**config.mk**
```make
export PLATFORM = sky130hd
export DESIGN_NAME = access_controller
export DESIGN_NICKNAME = d
export VERILOG_FILES = /design/src/rtl/access_controller.sv
export SDC_FILE = /design/constraint.sdc
export NUM_CORES = 1
export LEC_CHECK = 0
export BUFFER_PORTS_ARGS = -buffer_cell sky130_fd_sc_hd__buf_2
export CORE_MARGIN = 4
export CORE_UTILIZATION = 49
export DETAILED_ROUTE_END_ITERATION = 10
export GPL_ROUTABILITY_DRIVEN = 1
export MAX_ROUTING_LAYER = met4
export PLACE_DENSITY = 0.72
export SKIP_LAST_GASP = 1
export SYNTH_ARGS = -nofsm -noshare
export SYNTH_HDL_FRONTEND = slang
export SYNTH_SLANG_ARGS = --single-unit
```
**constraint.sdc**
```tcl
create_clock -name clk -period 1.15 [get_ports clk]
set_input_delay 0.1725 -clock clk [delete_from_list [all_inputs] [get_ports clk]]
set_output_delay 0.1725 -clock clk [all_outputs]
set_load 0.05 [all_outputs]
```
**src/rtl/access_controller.sv**
```systemverilog
// Four-digit code entry, password compare, grant/fail/lockout sequencing.
// Timed lockout after MAX_TRIES consecutive failures is built only when ACCESS_LOCKOUT_EN is defined.
module access_controller #(
    parameter logic [15:0] PASSWORD    = 16'h5440,
    parameter int          MAX_TRIES   = 3,
    parameter int          LOCK_CYCLES = 50
) (
    input  logic       clk,
    input  logic       rst,
    input  logic       load_pulse,
    input  logic       logout_pulse,
    input  logic [3:0] digit_in,
    output logic       grant,
    output logic       fail,
    output logic       locked,
    output logic [2:0] digit_cnt,
    output logic [1:0] fail_cnt
);

    localparam logic [2:0] ST_ENTER   = 3'd0;
    localparam logic [2:0] ST_CHECK   = 3'd1;
    localparam logic [2:0] ST_GRANTED = 3'd2;
    localparam logic [2:0] ST_DENIED  = 3'd3;
`ifdef ACCESS_LOCKOUT_EN
    localparam logic [2:0]  ST_LOCKOUT = 3'd4;
    localparam logic [1:0]  TRIES_LIM  = 2'(MAX_TRIES);
    localparam logic [31:0] LOCK_LAST  = 32'(LOCK_CYCLES - 1);
`endif

    logic [2:0]  state_r, state_s;
    logic [15:0] code_r, code_s;
    logic [2:0]  digit_cnt_r, digit_cnt_s;
    logic [1:0]  fail_cnt_r, fail_cnt_s;
    logic        grant_r;
    logic        fail_r;
`ifdef ACCESS_LOCKOUT_EN
    logic [31:0] lock_cnt_r, lock_cnt_s;
    logic        locked_r;
`endif

    // Next-state, code shift register and counter updates.
    always_comb begin
        state_s     = state_r;
        code_s      = code_r;
        digit_cnt_s = digit_cnt_r;
        fail_cnt_s  = fail_cnt_r;
`ifdef ACCESS_LOCKOUT_EN
        lock_cnt_s  = lock_cnt_r;
`endif
        case (state_r)
            ST_ENTER: begin
                if (load_pulse) begin
                    code_s      = {code_r[11:0], digit_in};
                    digit_cnt_s = digit_cnt_r + 3'd1;
                    if (digit_cnt_r == 3'd3) begin
                        state_s = ST_CHECK;
                    end else begin
                        state_s = ST_ENTER;
                    end
                end else begin
                    state_s = ST_ENTER;
                end
            end
            ST_CHECK: begin
                digit_cnt_s = 3'd0;
                if (code_r == PASSWORD) begin
                    state_s    = ST_GRANTED;
                    fail_cnt_s = 2'd0;
                end else begin
                    state_s = ST_DENIED;
                    // Saturates so the count never wraps back to zero
                    if (fail_cnt_r == 2'd3) begin
                        fail_cnt_s = 2'd3;
                    end else begin
                        fail_cnt_s = fail_cnt_r + 2'd1;
                    end
                end
            end
            ST_GRANTED: begin
                if (logout_pulse) begin
                    state_s = ST_ENTER;
                    code_s  = 16'h0000;
                end else begin
                    state_s = ST_GRANTED;
                end
            end
            ST_DENIED: begin
                code_s = 16'h0000;
`ifdef ACCESS_LOCKOUT_EN
                if (fail_cnt_r == TRIES_LIM) begin
                    state_s = ST_LOCKOUT;
                end else begin
                    state_s = ST_ENTER;
                end
`else
                state_s = ST_ENTER;
`endif
            end
`ifdef ACCESS_LOCKOUT_EN
            ST_LOCKOUT: begin
                if (lock_cnt_r == LOCK_LAST) begin
                    state_s    = ST_ENTER;
                    lock_cnt_s = 32'd0;
                    fail_cnt_s = 2'd0;
                end else begin
                    state_s    = ST_LOCKOUT;
                    lock_cnt_s = lock_cnt_r + 32'd1;
                end
            end
`endif
            default: begin
                state_s     = ST_ENTER;
                code_s      = 16'h0000;
                digit_cnt_s = 3'd0;
            end
        endcase
    end

    // State and counter registers; outputs are registered from the next state.
    always_ff @(posedge clk) begin
        if (!rst) begin
            state_r     <= ST_ENTER;
            code_r      <= 16'h0000;
            digit_cnt_r <= 3'd0;
            fail_cnt_r  <= 2'd0;
            grant_r     <= 1'b0;
            fail_r      <= 1'b0;
`ifdef ACCESS_LOCKOUT_EN
            lock_cnt_r  <= 32'd0;
            locked_r    <= 1'b0;
`endif
        end else begin
            state_r     <= state_s;
            code_r      <= code_s;
            digit_cnt_r <= digit_cnt_s;
            fail_cnt_r  <= fail_cnt_s;
            grant_r     <= (state_s == ST_GRANTED);
            fail_r      <= (state_s == ST_DENIED);
`ifdef ACCESS_LOCKOUT_EN
            lock_cnt_r  <= lock_cnt_s;
            locked_r    <= (state_s == ST_LOCKOUT);
`endif
        end
    end

    assign grant     = grant_r;
    assign fail      = fail_r;
    assign digit_cnt = digit_cnt_r;
    assign fail_cnt  = fail_cnt_r;
`ifdef ACCESS_LOCKOUT_EN
    assign locked    = locked_r;
`else
    assign locked    = 1'b0;
`endif

endmodule

```
==> results.json, run 1 <==
{
  "status": "complete, but fails checks",
  "violations": "negative setup slack",
  "cts_tree": "done",
  "drtAntennaViolNets": 0,
  "syn-cell-area_sq_um": 1090,
  "clk_pin_slew_ns": 0.14,
  "die_width_um": 55.2,
  "p_per_area_nw_per_um2": 960,
  "clkSinkCount": 25,
  "multiInputGateArea_sq_um": 702,
  "placeableCoreArea_sq_um": 2040,
  "vias": 978,
  "required_ns": 1.38,
  "fillers": 153,
  "drive_gt1_frac": 0.555,
  "finalClockSkew_ns": 0.00530,
  "final_cells": 182,
  "grt_pass1_vias": 953,
  "start_util": 0.534,
  "finalMaxSlewViolations": 0,
  "fin_nets": 166,
  "maxCapViolations": 0,
  "seq_area_frac_synth": 0.459,
  "path_class": "reg -> reg",
  "track_usage": 0.197,
  "path_max_fanout": 6,
  "numPortBuffers": 14,
  "pin_count": 16,
  "dr.pass1.iters": 4,
  "finalCriticalPeriod_ns": 1.26,
  "antenna_cells": 0,
  "htree_num_levels": 1,
  "fin_ws_ns": -0.110,
  "dominantRegCellSynth": "dfxtp_1",
  "setup_viol": 21,
  "synthCells": 120,
  "async_reset_ff_frac": 0,
  "area_growth_pct": 44.7,
  "tns_ns": -1.46,
  "ys_types": 32,
  "yosys_warnings": 0,
  "syn-num-nets": 130,
  "grt-ovfl-total": 0,
  "placedCellCount": 174,
  "use_met2": 0.337,
  "cp.arrival_ns": 1.49,
  "r2r.worst_path.cells": 5,
  "cts_inserted_buffers": 3,
  "routedWlPerCell_um": 14.1,
  "die_area_sq_um": 3040,
  "grt-busiest-layer": "met2",
  "p_leak_nw": 0.607,
  "rows": 16,
  "die_h_um": 55.2,
  "mostFrequentLayoutCell": "nand2_1",
  "synth_edf_count": 0,
  "layout_common_cells": "nand2_1 (19), buf_4 (18), dfxtp_1 (17), nand3_2 (15), a21boi_1 (13)",
  "gr-usage-met1": 0.227,
  "drc": 0,
  "grt_setup_unrepaired": "yes",
  "end_kind": "register",
  "drt_wl_total_mm": 2.56,
  "clock.fmax_mhz": 794,
  "fin_hold_ws_ns": 0.0706,
  "clock_latency_ns": 0.32,
  "crit_path_start_kind": "register",
  "place.gp.congestion": 0.823,
  "dp_hpwl_mm": 1.56,
  "final-seq-area_sq_um": 520,
  "use_met3": 0.0563,
  "hold_viol_final": 0,
  "drt_iter0_markers": 17,
  "grt_pass1_wl_mm": 4.16,
  "vias_per_cell": 5.37,
  "hold_path_class": "in -> reg",
  "hold_buffers": 0,
  "clk_path_buf_depth": 2,
  "synth_area_per_cell_sq_um": 9.08,
  "ys_seq_elements": 25,
  "ir_drop_mv": 1.11,
  "grt_start_max_net_pins": 23,
  "root_buffer": "clkbuf_4",
  "period_share": 1.10,
  "antenna_found_initial": 0,
  "hold_path_depth": 3
}
## cell usage after synthesis (2+ instances only)
cell / number / area, sq um
a21boi_0: 7 / 52.6
a21boi_1: 9 / 67.6
a21oi_1: 2 / 10.0
and2_1: 2 / 12.5
buf_4: 2 / 15.0
buf_6: 2 / 22.5
clkbuf_1: 2 / 7.51
dfxtp_1: 25 / 500
ha_1: 2 / 25.0
inv_1: 2 / 7.51
nand2_1: 21 / 78.8
nand2b_1: 2 / 12.5
nand3_1: 16 / 80.1
nand4_1: 2 / 12.5
nor2_1: 2 / 7.51
nor2b_1: 2 / 12.5
nor4b_1: 2 / 17.5
o21ai_0: 4 / 20.0
## flip-flops by register name (all words and copies together), names as in the netlist
register / count
code_r: 16
digit_cnt: 3
fail_cnt: 2
state_r: 2
fail: 1
grant: 1
## power breakdown
part           switching, mW  total (mW)  internal, mW  leakage [nW]
clock network          0.264       0.394         0.130        0.0177
logic                  0.115       0.215         0.100         0.382
registers             0.0200       0.903         0.883         0.208
total                  0.399        1.51          1.11         0.607
## kinds of logic after synthesis
logic type	share of synthesized area
AOI/OAI and AO/OA	0.183
other	0.00344
and+or+nand+nor	0.270
buffers and inverters	0.0620
adders and majority gates	0.0230
DFF	0.459
## layer usage
layer / up-vias / part of all wire
met2: 15 / 0.49
met5: - / 0
li1: 492 / -
met4: 0 / 0.0059
met3: 2 / 0.043
met1: 469 / 0.46
## repair_timing
action / 4_1_cts / 5_1_grt
gates resized for setup: 32 / 38
endpoints found under the setup margin: 24 / 29
gates cloned: 1 / 1
pin swaps: 5 / 20
setup buffers: 1 / 1
## worst paths after layout
path / slack (ns) / end / startpoint
hold / removal: 0.07 / code_r[0] / digit_in[0]
hold reg to reg: 0.47 / code_r[12] / code_r[12]
setup / recovery: -0.11 / code_r[9] / state_r[0]
setup reg to reg: -0.11 / code_r[9] / state_r[0]
## worst max-delay path, stage by stage, from the launching register on
cell      delay, ns
dfxtp_4        0.40
nor3b_4        0.27
o21ba_4        0.21
buf_6          0.13
nand3_1        0.08
a21boi_1       0.07
## metrics by stage
| stage | power, mW | utilization | worst slack [ns] | instance area (sq um) |
|---|---|---|---|---|
| after global routing | 1.60 | 0.772 | -0.187 | 1580 |
| after floorplan | 1.04 | - | -0.0292 | 1100 |
| after CTS | 1.50 | 0.702 | -0.0416 | 1430 |
| after detailed placement | 1.09 | 0.634 | -0.218 | 1290 |
| after global placement | 1.08 | 0.634 | -0.159 | 1290 |
| final | 1.51 | 0.772 | -0.110 | 1580 |
## final cells by class
cell class | instances | share of cell area
multi-input cells | 87 | 0.445
repair buffers | 37 | 0.181
inverters | 2 | 0.00476
clock inverters | 1 | 0.00317
flip-flops and latches | 25 | 0.330
well taps | 27 | 0.0214
clock buffers | 3 | 0.0143
Power figures use the tool's default switching activity.
==> run 2: changes to the inputs <==
--- a/config.mk
+++ b/config.mk
@@ -7,11 +7,13 @@
 export LEC_CHECK = 0
 export BUFFER_PORTS_ARGS = -buffer_cell sky130_fd_sc_hd__buf_2
 export CORE_MARGIN = 4
-export CORE_UTILIZATION = 49
+export CORE_UTILIZATION = 55
+export CTS_BUF_LIST = sky130_fd_sc_hd__clkbuf_16
 export DETAILED_ROUTE_END_ITERATION = 10
 export GPL_ROUTABILITY_DRIVEN = 1
+export HOLD_SLACK_MARGIN = 0.08
 export MAX_ROUTING_LAYER = met4
-export PLACE_DENSITY = 0.72
+export PLACE_DENSITY = 0.76
 export SKIP_LAST_GASP = 1
 export SYNTH_ARGS = -nofsm -noshare
 export SYNTH_HDL_FRONTEND = slang
==> constraint.sdc (replaced) <==
create_clock -name clk -period 1.6 [get_ports clk]
set_input_delay 0.24 -clock clk [delete_from_list [all_inputs] [get_ports clk]]
set_output_delay 0.24 -clock clk [all_outputs]
set_load 0.05 [all_outputs]
==> run 2 against run 1 <==
- count of clock-buffer cells in the layout did not move
- utilization fell by 8.4 points
- wire length fell by 18%
- the flow now finishes without violations
- via count fell by 9.4%
- clock skew fell by 0.0013 ns
- die area fell by 9.4%
- global-route usage fell by 1.7 points
- sequential share of layout area rose by 7.3 points
- non-clock buffer count fell by 19
==> results.json, run 2 (synthesis results as in run 1) <==
{
  "placedCellCount": 156,
  "root_buffer": "clkbuf_16",
  "fin_ws_ns": 0.219,
  "drtAntennaViolNets": 0,
  "vias": 886,
  "clk_path_buf_depth": 2,
  "power.combinational.fraction": 0.081,
  "finalClockSkew_ns": 0.00399,
  "hold_path_class": "in -> reg",
  "dp_hpwl_mm": 1.40,
  "path_class": "reg -> reg",
  "cts-resized-gates": 0,
  "worst_path_largest_cell_delay_ns": 0.44,
  "placed_area_sq_um": 1160,
  "htree_num_levels": 1,
  "place.gp.congestion": 0.782,
  "tns_ns": 0,
  "clk_pin_slew_ns": 0.06,
  "status": "complete, no violations",
  "fin_nets": 146,
  "drive_gt1_frac": 0.193,
  "period_share": 0.863,
  "maxCapViolations": 0,
  "fin_hold_ws_ns": 0.235,
  "drt_wl_total_mm": 2.09,
  "area_growth_pct": 13.8,
  "clkSinkCount": 25,
  "hold_buffers": 0,
  "reg2reg_slack_ns": 0.22,
  "layout_common_cells": "dfxtp_1 (25), nand2_1 (21), nand3_1 (16), buf_2 (14), a21boi_1 (9)",
  "clock.fmax_mhz": 724,
  "cp.arrival_ns": 1.53,
  "final_area_sq_um": 1240,
  "final_cells": 160,
  "p_switching_uw": 278,
  "grt-ovfl-total": 0,
  "cts_inserted_buffers": 3,
  "sw_frac_of_total": 0.215,
  "setup_viol": 0,
  "antenna_cells": 0,
  "die_area_sq_um": 2760,
  "p_per_area_nw_per_um2": 1040,
  "clockPowerShare": 0.414,
  "p_seq_frac": 0.505,
  "die_width_um": 52.5,
  "vias_per_cell": 5.54,
  "ir_drop_mv": 0.596,
  "track_usage": 0.180,
  "clock_latency_ns": 0.25,
  "hold_viol_final": 0,
  "placeableCoreArea_sq_um": 1800,
  "start_util": 0.605,
  "cp.buffers_inverters": 1,
  "top_register": "code_r",
  "worstPathCellList": "nor3b_2 -> o21ba_1 -> buf_4 -> nand3_1 -> a21boi_1",
  "hold_path_depth": 3,
  "finalCriticalPeriod_ns": 1.38,
  "p_int_mw": 1.01,
  "drc": 0,
  "numPortBuffers": 14,
  "cts_tree": "done",
  "die_h_um": 52.5,
  "grt_pass1_vias": 814,
  "path_max_fanout": 16,
  "rows": 15,
  "mostFrequentLayoutCell": "dfxtp_1",
  "end_kind": "register",
  "p_leak_nw": 0.485,
  "drt_iter0_markers": 15,
  "cp.depth": 5,
  "largest_reg_flops": 16,
  "r2r.worst_path.cells": 5,
  "crit_slowest_cell": "dfxtp_1",
  "dr.pass1.iters": 4,
  "grt_pass1_wl_mm": 3.57,
  "post-place-ws_ns": 0.248,
  "required_ns": 1.74,
  "cts_setup_buffers": 0,
  "grt_start_max_net_pins": 18,
  "crit_path_start_kind": "register",
  "finalMaxSlewViolations": 0,
  "crit_family": "flip-flops",
  "antenna_found_initial": 0,
  "pin_count": 16,
  "routedWlPerCell_um": 13.0,
  "grt_setup_unrepaired": "no"
}
==> run 2: cell types whose count changed in the layout (fill, tap and decap cells not counted), moves of 7 or more <==
cell	delta
buf_4	-14
nand3_1	+14
nand3_2	-14
buf_6	-8
dfxtp_1	+8
a21boi_0	+7
==> run 2: cell type report <==
cell class | count | area (sq um)
clock inverters | 1 | 3.75
fillers | 143 | 562
multi-input cells | 86 | 522
flip-flops and latches | 25 | 500
clock buffers | 3 | 75.1
repair buffers | 18 | 100
well taps | 25 | 31.3
inverters | 2 | 7.51
==> run 2: path summary, 6_finish.rpt <==
| kind | to | startpoint |
|---|---|---|
| max | code_r[9] | state_r[1] |
| min | code_r[0] | digit_in[0] |
| max reg2reg | code_r[9] | state_r[1] |
| min reg2reg | code_r[12] | code_r[12] |
==> run 2: power groups by stage <==
stage               Sequential, mW  Combinational, mW  Clock, mW
finish                       0.651              0.104      0.534
global route                 0.653              0.115      0.573
CTS                          0.651              0.105      0.550
detailed placement           0.665              0.104          0
global placement             0.664              0.102          0
floorplan                    0.677             0.0697          0
==> run 2: per-stage QoR <==
| step | power [mW] | utilization |
|---|---|---|
| 6_report | 1.29 | 0.688 |
| 5_1_grt | 1.34 | 0.688 |
| 4_1_cts | 1.31 | 0.688 |
| 3_5_place_dp | 0.768 | 0.644 |
| 3_3_place_gp | 0.766 | 0.644 |
| 2_1_floorplan | 0.746 | - |
==> run 2: worst reg2reg max path, stage by stage (launching register included) <==
cell and delay (ns):
dfxtp_1 0.44, nor3b_2 0.27, o21ba_1 0.18, buf_4 0.19
nand3_1 0.11, a21boi_1 0.08
==> run 2: routing by layer <==
layer / GRT usage / vias up / wire length, um
li1: - / 444 / -
met1: 0.231 / 418 / 1020
met2: 0.269 / 19 / 927
met3: 0.0342 / 5 / 94
met4: 0.0894 / 0 / 44
met5: - / - / 0
